**config.mk**
```make
export PLATFORM = sky130hd
export DESIGN_NAME = branch_tag_ctrl
export DESIGN_NICKNAME = d
export VERILOG_FILES = /design/src/rtl/branch_tag_ctrl.sv
export SDC_FILE = /design/constraint.sdc
export NUM_CORES = 1
export LEC_CHECK = 0
export ABC_AREA = 0
export CORE_MARGIN = 2
export CORE_UTILIZATION = 50
export DETAILED_ROUTE_END_ITERATION = 6
export DONT_BUFFER_PORTS = 1
export PLACE_DENSITY = 0.75
export SLEW_MARGIN = 20
export SYNTH_ARGS = -nofsm -noshare
export SYNTH_HDL_FRONTEND = slang
export SYNTH_SLANG_ARGS = --single-unit
```
**constraint.sdc**
```tcl
create_clock -name clk -period 3.91 [get_ports clk]
set_clock_uncertainty 0.15 [all_clocks]
set_input_delay 1.173 -clock clk [delete_from_list [all_inputs] [get_ports clk]]
set_output_delay 1.173 -clock clk [all_outputs]
set_load 0.01 [all_outputs]
```
**src/rtl/branch_tag_ctrl.sv**
```systemverilog
// Branch tag allocator: ring of BR_DEPTH slots, in-order free/rollback, any-order resolve.
// Optional macro BR_FORWARD_RES_EN lets a head resolution free/roll back in the same cycle.

module branch_tag_slot (
    input  logic clk,
    input  logic rst,
    input  logic clr,
    input  logic free,
    input  logic alloc,
    input  logic resolve,
    input  logic resMis,
    output logic vld,
    output logic res,
    output logic mis
);
    // Clearing wins over a same-cycle resolve of the freed head slot.
    always_ff @(posedge clk or negedge rst) begin
        if (!rst) begin
            vld <= 1'b0;
            res <= 1'b0;
            mis <= 1'b0;
        end else if (clr || free) begin
            vld <= 1'b0;
            res <= 1'b0;
            mis <= 1'b0;
        end else if (alloc) begin
            vld <= 1'b1;
            res <= 1'b0;
            mis <= 1'b0;
        end else if (resolve) begin
            res <= 1'b1;
            mis <= resMis;
        end
    end
endmodule

module branch_tag_ctrl #(
    parameter int BR_DEPTH = 3
) (
    input  logic                          clk,
    input  logic                          rst,
    input  logic                          decBrValid,
    output logic                          decBrReady,
    output logic [BR_DEPTH-1:0]           brTagOut,
    input  logic                          resValid,
    input  logic [BR_DEPTH-1:0]           resTag,
    input  logic                          resMis,
    output logic                          branchDeeper,
    output logic                          bFreeEn,
    output logic                          misTaken,
    output logic [BR_DEPTH-1:0]           brMask,
    output logic [$clog2(BR_DEPTH+1)-1:0] brCount
);
    localparam int CW = $clog2(BR_DEPTH+1);
    localparam int PW = (BR_DEPTH > 1) ? $clog2(BR_DEPTH) : 1;

    logic [PW-1:0]       head, tail;
    logic [BR_DEPTH-1:0] vld, res, mis;
    logic [BR_DEPTH-1:0] headOh, tailOh, freeVec, allocVec, resVec;
    logic [CW-1:0]       cnt;
    logic                resOneHot, resHit, fwdHit, headRes, headMis, alloc;

    function automatic logic [PW-1:0] nxt(input logic [PW-1:0] p);
        return (p == PW'(BR_DEPTH-1)) ? '0 : p + PW'(1);
    endfunction

    always_comb begin
        headOh    = BR_DEPTH'(1) << head;
        tailOh    = BR_DEPTH'(1) << tail;
        resOneHot = (resTag != '0) && ((resTag & (resTag - BR_DEPTH'(1))) == '0);
        resHit    = resValid && resOneHot && ((resTag & vld & ~res) != '0);
`ifdef BR_FORWARD_RES_EN
        fwdHit    = resHit && ((resTag & headOh) != '0);
`else
        fwdHit    = 1'b0;
`endif
        headRes   = ((vld & res & headOh) != '0) || fwdHit;
        headMis   = ((vld & res & mis & headOh) != '0) || (fwdHit && resMis);
        misTaken  = rst && headRes && headMis;
        bFreeEn   = rst && headRes && !headMis;
        cnt = '0;
        for (int i = 0; i < BR_DEPTH; i++) cnt = cnt + CW'(vld[i]);
        // Ready looks at the registered count, so a same-cycle free never admits a full-ring alloc.
        decBrReady   = rst && (cnt < CW'(BR_DEPTH)) && (mis == '0) && !misTaken;
        alloc        = decBrValid && decBrReady;
        branchDeeper = alloc;
        brTagOut     = alloc ? tailOh : '0;
        allocVec     = alloc ? tailOh : '0;
        freeVec      = bFreeEn ? headOh : '0;
        resVec       = (resHit && !misTaken) ? resTag : '0;
    end

    assign brMask  = vld;
    assign brCount = cnt;

    always_ff @(posedge clk or negedge rst) begin
        if (!rst) begin
            head <= '0;
            tail <= '0;
        end else if (misTaken) begin
            tail <= head;
        end else begin
            if (bFreeEn) head <= nxt(head);
            if (alloc)   tail <= nxt(tail);
        end
    end

    for (genvar i = 0; i < BR_DEPTH; i++) begin : g_slot
        branch_tag_slot u_slot (
            .clk     (clk),
            .rst     (rst),
            .clr     (misTaken),
            .free    (freeVec[i]),
            .alloc   (allocVec[i]),
            .resolve (resVec[i]),
            .resMis  (resMis),
            .vld     (vld[i]),
            .res     (res[i]),
            .mis     (mis[i])
        );
    end
endmodule

```
==> flow_results.org, run 1 <==
** Synth
- Number of flip-flops and latches in the synthesized netlist :: 13
- Of the post-synthesis cell area, the dominant cell type holds 34.8%.
- Most used flip-flop cell after synthesis :: sky130_fd_sc_hd__dfrtp_1
- Yosys printed 0 warnings.
- Mean post-synth cell area :: 9.44 um2
- Area contributors post-synth :: sky130_fd_sc_hd__dfrtp_1, sky130_fd_sc_hd__buf_4, sky130_fd_sc_hd__inv_1
- Post-synthesis instance area :: 935 um2
- Synthesis handed over a netlist of 99 instances.
- Area leader, netlist :: sky130_fd_sc_hd__dfrtp_1
- Fraction of registers with async set/reset :: 100%
- Counting every net in the synthesized netlist gives 108.
- Among all cell types in the netlist, the one instantiated most often is sky130_fd_sc_hd__dfrtp_1.
- Ranked by instance count, the synthesized netlist is headed by sky130_fd_sc_hd__dfrtp_1, sky130_fd_sc_hd__inv_1, sky130_fd_sc_hd__buf_4.
- Count of cell types in the netlist :: 40
- Count of flip-flops with a built-in enable after synthesis :: 0
- Sequential elements use 34.8% of the synthesized area.

** Critical path
- Class of the most critical setup path :: reg2out
- Slowest CP cell :: sky130_fd_sc_hd__fa_1
- Data on the critical path is required at its endpoint by 2.59 ns.
- STA classifies the critical path endpoint as an output port.
- Cell breakdown of the critical path :: inv_1 > fa_1 > o211ai_2 > inv_1 > nand3b_1 > inv_1
- STA puts the critical path data arrival time at 2.07 ns.
- The setup check on the worst reg-to-reg path leaves a slack of 1.56 ns.
- Of all nets on the critical path, the largest fanout is 5.
- Slowest stage delay, CP :: 0.52 ns
- The cell that appears most often on the critical path is sky130_fd_sc_hd__inv_1.
- STA classifies the critical path startpoint as a flop.

** Final layout
- For this run, the share of the core covered by cells in the final layout is 53.6%.
- Layout cell share with drive strength beyond 1 :: 18.8%
- The area growth from synthesis to layout is 0.134%.
- The number of antenna diodes in the final layout is 0.
- Number of nets at the end of the flow :: 106

** CTS
- H-Tree Depth :: 1
- PostCTS Resize Cnt :: 0
- Total setup buffers inserted after CTS :: 0
- Number of clock sinks :: 13
- TritonCTS built the clock tree.
- For the worst-skew pair, the clock arrives at the later sink with an insertion delay of 0.28 ns.
- The clock passes through at most 2 buffers.
- Clock-pin slew was measured on the worst setup and hold paths at 0.08 ns.
- For this design, the CTS-stage hold fixing added 0 buffers.
- Inserted Clock Buffers :: 3
- In this run the clock root is driven by a sky130_fd_sc_hd__clkbuf_4.

** Route
- Wirelength per Cell :: 16.3 um
- The final layout contains routed wiring with a total length of 1970 um.
- The count of nets left with antenna violations once routing finished came out at 0.
- Drt first pass iters :: 5
- DR DRC count :: 0
- Via count of the routed design :: 734
- Iter 0 DRT Violations :: 25
- Dividing the detail-routed via count by the number of cells gives 6.07.

** STA
- At the pin with the least slew margin, the transition time is 0.439 ns.
- Number of failing setup endpoints in the final timing report :: 0
- The final count of hold timing violations came to 0.
- On the final layout, the worst hold slack is 0.395 ns.
- Setup repair after global routing left no endpoint under its margin.
- The max-slew violation count came to 0.
- Worst relative slew slack :: 70.5%
- Subtracting the final worst setup slack from the clock period gives 3.39 ns.
- Timing would allow up to 0.295 GHz.
- In the final timing run, aggregate negative setup slack is 0 ns.
- Dividing the final minimum period by the clock period gives 86.7%.

** Die
- The floorplan step defined a die boundary enclosing 0.00223 mm2.
- The initial utilization of the core area, before any placement, comes to 53.5%.
- The core region is 0.00175 mm2.
- 20 I/O pins were placed.
- In this run the core area contains 15 standard-cell rows.
- Die boundary width :: 47.2 um
- The floorplan step set the die height to 47.2 um.

** Power
- Summed over all nets, the switching power comes to 0.000301 W.
- Part of the total power dissipated in combinational logic :: 41.8%
- Sw frac :: 45.7%
- In this run, flip-flops and latches consume 45.7% of the power.
- For this design the static power due to leakage is 0.414 nW.
- Power Density :: 703 mW/mm2
- Cell internal power was estimated by the tool at 0.000357 W.
- The clock network burns 12.6% of the power.
- Worst voltage drop across the vdd grid :: 0.307 mV

** Global routing
- Via count of the first global-routing pass :: 685
- Largest net degree at the start of global routing :: 20
- Total GRT Usage :: 21.4%
- Antenna violations before repair :: 0
- Global routing finished with a remaining overflow of 0.
- First-pass GRT wire length :: 3260 um

** Flow run
- Total of max-cap violations :: 0

** Run status
- Run status :: completed

** Placed design
- Estimated wirelength of the detail-placed design :: 1540 um
- Count of buffers from port buffering :: 0
- Final Wtd Congestion :: 0.795

** Hold path
- The min-delay analysis places its worst path in the category reg2reg.
worst paths after layout:
kind                                       from                    to  cells past startpoint
setup / recovery           g_slot[0].u_slot.vld           brTagOut[1]                      6
hold / removal             g_slot[2].u_slot.res  g_slot[2].u_slot.res                      1
setup reg to reg           g_slot[0].u_slot.vld  g_slot[1].u_slot.mis                      7
hold reg to reg            g_slot[2].u_slot.res  g_slot[2].u_slot.res                      1
max in group asynchronous                   rst               head[0]                      0
min in group asynchronous                   rst  g_slot[1].u_slot.mis                      0
layout make-up:
cell class / count / area, um2
fill: 170 / 810
multi-input combinational: 66 / 498
sequential: 13 / 325
inverter: 12 / 47.5
tap: 25 / 31.3
clock buffer: 4 / 26.3
timing repair buffer: 1 / 7.51
worst max-delay path, delay by kind of cell, from the launching register on:
family	cells	cell delay, ns
DFF	1	0.47
adders and majority gates	1	0.52
and+or+nand+nor	1	0.16
buffers and inverters	3	0.38
AOI/OAI and AO/OA	1	0.25
power groups by stage:
stage          Clock [W]  Combinational [W]  Sequential [W]
2_1_floorplan          0           0.000296        0.000248
3_3_place_gp           0           0.000267        0.000297
3_5_place_dp           0           0.000275        0.000302
4_1_cts        0.0000867           0.000276        0.000299
5_1_grt        0.0000914           0.000311        0.000314
6_report       0.0000828           0.000275        0.000300
cells in the final DEF (no fill, tap or decap), types with 2 or more instances in the layout:
master                      n
sky130_fd_sc_hd__o21ba_2    2
sky130_fd_sc_hd__nor3_1     3
sky130_fd_sc_hd__nand2_1    6
sky130_fd_sc_hd__a21oi_1    4
sky130_fd_sc_hd__o21a_1     2
sky130_fd_sc_hd__clkbuf_4   3
sky130_fd_sc_hd__nor2_1     6
sky130_fd_sc_hd__nand2b_1   3
sky130_fd_sc_hd__nand3b_1   2
sky130_fd_sc_hd__o21ai_0    4
sky130_fd_sc_hd__nand3_1    3
sky130_fd_sc_hd__dfrtp_1   13
sky130_fd_sc_hd__inv_1     11
sky130_fd_sc_hd__nand4_1    2
sky130_fd_sc_hd__a221o_1    2
sky130_fd_sc_hd__a31oi_1    4
sky130_fd_sc_hd__nor2b_1    2
logic make-up (layout without fill, tap and decap cells):
family                     Yosys count  in the layout  share of synthesized area [%]
muxes                                1              1                           1.07
AOI/OAI and AO/OA                   28             28                           24.0
and+or+nand+nor                     36             36                           26.1
buffers and inverters               20             17                           11.9
adders and majority gates            1              1                           2.14
DFF                                 13             13                           34.8
stage by stage:
step | std cells | instance area (um2) | setup WS [ns] | total power, W
global placement | 117 | 910 | 0.626 | 0.000565
detailed placement | 117 | 910 | 0.568 | 0.000577
CTS | 121 | 936 | 0.511 | 0.000661
global route | 121 | 936 | 0.391 | 0.000716
finish | 121 | 936 | 0.521 | 0.000658
floorplan | 99 | 935 | 0.633 | 0.000544
sequential cells by signal, summed over array words and instances, names as in the netlist:
register,count
g_slot.u_slot.mis,3
tail,2
g_slot.u_slot.vld,3
head,2
g_slot.u_slot.res,3
metal layers:
metal  GRT usage, %  up-vias  part of all wire [%]
li1               -      351                     -
met1           29.2      357                    47
met2           31.1       24                    45
met3           4.23        2                   7.1
met4           12.2        0                  0.91
met5              0        -                     0
(Power assumes the default switching activity.)
==> inputs of run 2 (changes only) <==
ABC_CLOCK_PERIOD_IN_PS = 3910   (was not set)
CTS_CLUSTER_SIZE = 12   (was not set)
GPL_TIMING_DRIVEN = 0   (was not set)
==> run 2 against run 1 <==
Sequential cell count stayed put. Setup slack worse by 0.044 ns. Die area stayed put. Critical path depth is 2 lower. Non-clock buffer count is 7 higher. Count of clock-buffer cells in the layout stayed put. Register-to-register slack better by 0.07 ns. Sequential share of layout area is 2.0 points lower. Core utilization is 3.2 points higher. Clock power is 1% higher.
==> flow_results.org, run 2 (synthesis results as in run 1) <==
** Route
- The number of iterations in the first detailed-routing pass is 4 (-1).
- The DRC violation total after the first TritonRoute iteration is 17 (-32%).
- The number of routed nets with antenna violations is 0 (unchanged).
- Drt total wl :: 1960 um (-0.76%)
- The average via count per standard cell came to 5.75 (-5.2%).
- Via count of the routed design :: 736 (+0.27%)
- Wirelength per Cell :: 15.3 um (-6.2%)
- The detailed-route DRC error count was 0 (unchanged).

** Critical path
- Slowest stage delay, CP :: 0.35 ns (-0.17 ns)
- The signal arrival time at the worst endpoint was 2.11 ns (+0.04 ns).
- Slowest CP cell :: sky130_fd_sc_hd__nor3_1
- The signal on the critical path passes through nor4b_4 > o211ai_2 > nor3_1 > buf_4.
- Class of the most critical setup path :: in2out
- The data required time of the worst path is 2.59 ns (about the same).
- The worst setup path is launched from an input pin.
- CP Max Fanout :: 19 (+14)
- Element type at the critical path end :: output port

** Final layout
- Relative area change from synthesis to final layout :: 6.16%
- The proportion of layout cells with a drive suffix above 1 was 24.3% (+5.5 points).
- In the layout the commonest cells are sky130_fd_sc_hd__dfrtp_1, sky130_fd_sc_hd__inv_1, sky130_fd_sc_hd__buf_4.
- The share of the core filled with cells in the final layout was 56.8% (+3.2 points).
- Biggest regs :: g_slot.u_slot.mis x3, g_slot.u_slot.res x3, g_slot.u_slot.vld x3
- The total number of nets in the final design was 113 (+6.6%).
- Leading cell type in the layout, fill and taps excluded :: sky130_fd_sc_hd__dfrtp_1
- The fill cell total of the finished layout was 166 (-2.4%).
- ANT cells :: 0 (unchanged)

** Power
- The worst IR drop on VDD came to 0.366 mV (+19%).
- The power density normalized to cell area is 702 mW/mm2 (-0.10%).
- The leakage component of the power was 0.451 nW (+8.8%).

** STA
- Fin crit share :: 87.8% (+1.1 points)
- The count of final setup violators was 0 (unchanged).
- The setup total negative slack was 0 ns (unchanged).
- Final number of max-transition violations :: 0 (unchanged)
- The worst slack on hold paths is 0.400 ns (+0.00534 ns).
- Count of final hold-check violations :: 0 (unchanged)
- The maximum clock frequency is 0.291 GHz (-1.3%).
- The transition at the pin with the smallest max-transition slack is 0.444 ns (+0.00515 ns).
- Setup repair after global routing left no endpoint under its margin.
- The headroom to the max-slew limit is 70.1% (-0.35 points).
- The time the final worst path needs with I/O delays and setup is 3.43 ns (+0.0443 ns).

** Die
- Starting utilization of the core area :: 53.5% (unchanged)
- Area of the core region :: 0.00175 mm2 (unchanged)
- Row cnt :: 15 (unchanged)
- The width of the chip is 47.2 um (unchanged).
- Total die area :: 0.00223 mm2 (unchanged)
- Top-level I/O count :: 20 (unchanged)
- The overall die height was 47.2 um (unchanged).

** Global routing
- Antenna violations before repair :: 0 (unchanged)
- Total GRT Usage :: 21.0% (-0.39 points)
- Via count of the first global-routing pass :: 700 (+2.2%)
- First-pass GRT wire length :: 3230 um (-1.0%)
- The leftover overflow at the end of global routing came to 0 (unchanged).
- Largest net degree at the start of global routing :: 20 (unchanged)

** Placed design
- The half-perimeter wire length after detailed placement came to 1540 um (+0.37%).
- Count of buffers from port buffering :: 0 (unchanged)
- Final Wtd Congestion :: 0.826 (+4.0%)

** CTS
- Total setup buffers inserted after CTS :: 0 (unchanged)
- The count of clock tree sinks was 13 (unchanged).
- TritonCTS built the clock tree.
- Worst-case clock buffer depth :: 2 (unchanged)
- Root buf cell :: sky130_fd_sc_hd__clkbuf_4
- The post-cts hold buffer count came to 0 (unchanged).
- Clk Latency, worst-skew pair :: 0.27 ns (about the same)
- H-Tree Depth :: 1 (unchanged)
- PostCTS Resize Cnt :: 0 (unchanged)
- Clock-pin transition on the worst setup and hold timing paths :: 0.08 ns (about the same)
- The number of buffers inserted during clock tree synthesis came to 3 (unchanged).

** Hold path
- The worst hold path belongs to the class reg2reg.

** Run status
- The flow ran to the end, and the final reports show no timing, DRC or antenna violations.

** Flow run
- Total of max-cap violations :: 0 (unchanged)
-- run 2: cell types whose count changed in the layout (fill, tap and decap cells not counted) --
cell                    delta
sky130_fd_sc_hd__buf_4     +6
sky130_fd_sc_hd__buf_6     +1
-- run 2: stage by stage --
step / cell area (um2) / worst slack [ns] / total power (W) / instances
after floorplan: 935 / 0.633 / 0.000544 / 99
after global placement: 966 / 0.513 / 0.000599 / 124
after detailed placement: 966 / 0.505 / 0.000614 / 124
after CTS: 992 / 0.475 / 0.000700 / 128
after global routing: 992 / 0.356 / 0.000757 / 128
final: 992 / 0.477 / 0.000697 / 128
-- run 2: final cells by class --
type                       count  area [um2]  share of cell area (%)
tap                           25        31.3                    3.15
buffer                         8        63.8                    6.43
inverter                      12        47.5                    4.79
multi-input combinational     66         498                    50.2
sequential                    13         325                    32.8
clock buffer                   4        26.3                    2.65
-- run 2: worst max-delay path, delay by kind of cell --
kind,cells,cell delay (ns)
simple gates,2,0.56
buf+inv,1,0.20
compound gates,1,0.17
-- run 2: metal layers --
metal	GRT usage, %	vias up	part of all wire, %
met4	8.33	0	0
li1	-	362	-
met1	27.0	348	47
met5	0	-	0
met2	34.6	26	48
met3	3.85	0	5.2
-- run 2: worst paths after layout --
check	from	to	slack, ns	depth (start not counted)
max	rst	brTagOut[0]	0.48	4
min	g_slot[2].u_slot.res	g_slot[2].u_slot.res	0.40	1
max reg2reg	g_slot[0].u_slot.vld	g_slot[1].u_slot.mis	1.63	7
min reg2reg	g_slot[2].u_slot.res	g_slot[2].u_slot.res	0.40	1
max in group asynchronous	rst	head[0]	3.10	0
min in group asynchronous	rst	g_slot[1].u_slot.res	0.44	0
-- run 2: where the power goes --
part,total (W),internal (W),switching (W)
combinational,0.000340,0.000160,0.000181
sequential,0.000273,0.000193,0.0000800
clock,0.0000840,0.0000395,0.0000446
total,0.000697,0.000392,0.000305
==> edit (config.mk and constraints of run 2) <==
`BR_DEPTH`: 3 -> 5.
--- a/src/rtl/branch_tag_ctrl.sv
+++ b/src/rtl/branch_tag_ctrl.sv
@@ -35,7 +35,7 @@
 endmodule
 
 module branch_tag_ctrl #(
-    parameter int BR_DEPTH = 3
+    parameter int BR_DEPTH = 5
 ) (
     input  logic                          clk,
     input  logic                          rst,
Interface: changed (resized brCount, brMask, brTagOut and resTag); port bits go from 20 to 27. No check against the original RTL was run, so the function may have changed too.
==> edit against run 2 <==
- the run now ends with setup timing left
- design area is 93% higher
- wire length increased by 120%
- non-clock buffer count rose by 17
- count of clock-buffer cells in the layout decreased by 1
- sequential share of layout area decreased by 5.2 points
- sequential cell count is 8 higher
- setup slack got worse by 1.2 ns
- power is 120% higher
- area after synthesis rose by 78%
- sequential power up 55%
- hold slack worse by 0.027 ns
- critical endpoint unchanged
- largest power group unchanged
==> edit: results <==
[setup_path]
r2r-end = g_slot[0].u_slot.vld
worstReg2RegStart = g_slot[3].u_slot.vld
r2r_cells = 12
rrSetupSlack_ns = 0.53

[route]
met3_length_um = 197
dr.max_layer_used = met4
met2WireLength_mm = 2.08
drtIter0Drc = 76

[grt]
grt_pass1_vias = 1383
gr-usage-met3_pct = 3.36
use_met1_pct = 31.4
grt_pass1_wl_mm = 6.55

[power_and_ir_drop]
ir_worst_vdd_mv = 0.355
leakagePower_nw = 0.879
p_clk_share_pct = 7.1
power_clock_mw = 0.111
p_sw_mw = 0.734
powerSeq_mw = 0.422

[yosys]
syn_avg_cell_area_um2 = 8.97
synthesis.nets = 208
synth_cell_type_count = 46
synthTopCellsByCount = inv_1, dfrtp_1, o21ai_0

[placed_design]
place_hpwl_mm = 3.04
placedCellCount = 229

[clocking]
insertion_delay_ns = 0.32
clk_pin_slew_worst_paths_ns = 0.13
cts_resized = 15

[timing]
setup_violations = 7
worst_slew_pin_slew_ns = 0.651
setup_slack_ns = -0.674

[layout]
buf_share_pct = 10.4
multi_input_gates = 127
fin_cells = 245
inverters = 24

[outcome]
status = finished, violations left
violations = setup timing
[edit: cell types whose count changed after synthesis, moves of 5 or more]
cell | before | now
nand2_1 | 6 | 12
inv_1 | 11 | 23
o21ai_0 | 4 | 15
a211oi_1 | 0 | 7
o211ai_1 | 1 | 6
dfrtp_1 | 13 | 21
nand3_1 | 3 | 11
ha_1 | 0 | 11
[edit: through the flow]
stage | area [um2] | hold WS, ns
after CTS | 1880 | 0.376
final | 1910 | 0.373
after global routing | 1910 | 0.359
after global placement | 1730 | 0.393
after floorplan | 1680 | 0.358
after detailed placement | 1730 | 0.401
[edit: logic make-up after synthesis]
kind of cell               Yosys count  synth area share [%]
AOI/OAI and AO/OA                   50                  22.9
muxes                                5                  3.01
buffers and inverters               38                  11.5
and+or+nand+nor                     57                  19.7
adders and majority gates           13                  10.7
xor gates and xnor gates             1                 0.528
DFF                                 21                  31.7
[edit: how the worst max path moves through the flow]
| stage | from | end | slack [ns] | depth (start not counted) |
|---|---|---|---|---|
| final | g_slot[3].u_slot.vld | brTagOut[0] | -0.67 | 11 |
| after global routing | g_slot[3].u_slot.vld | brTagOut[0] | -0.79 | 11 |
| after CTS | g_slot[0].u_slot.vld | brTagOut[2] | -0.71 | 11 |
| after detailed placement | g_slot[3].u_slot.vld | brTagOut[2] | -0.56 | 11 |
| after global placement | g_slot[3].u_slot.vld | brTagOut[2] | -0.52 | 11 |
| after floorplan | g_slot[3].u_slot.vld | brTagOut[0] | -0.21 | 11 |
[edit: critical path, stage by stage, from the launching register on]
cell and delay [ns]:
dfrtp_2 0.43, inv_2 0.08, fa_1 0.43, fa_2 0.36, inv_2 0.07, ha_4 0.20
or2b_4 0.26, a2111oi_4 0.57, and2_4 0.32, nand2_4 0.07, inv_2 0.06, buf_6 0.09
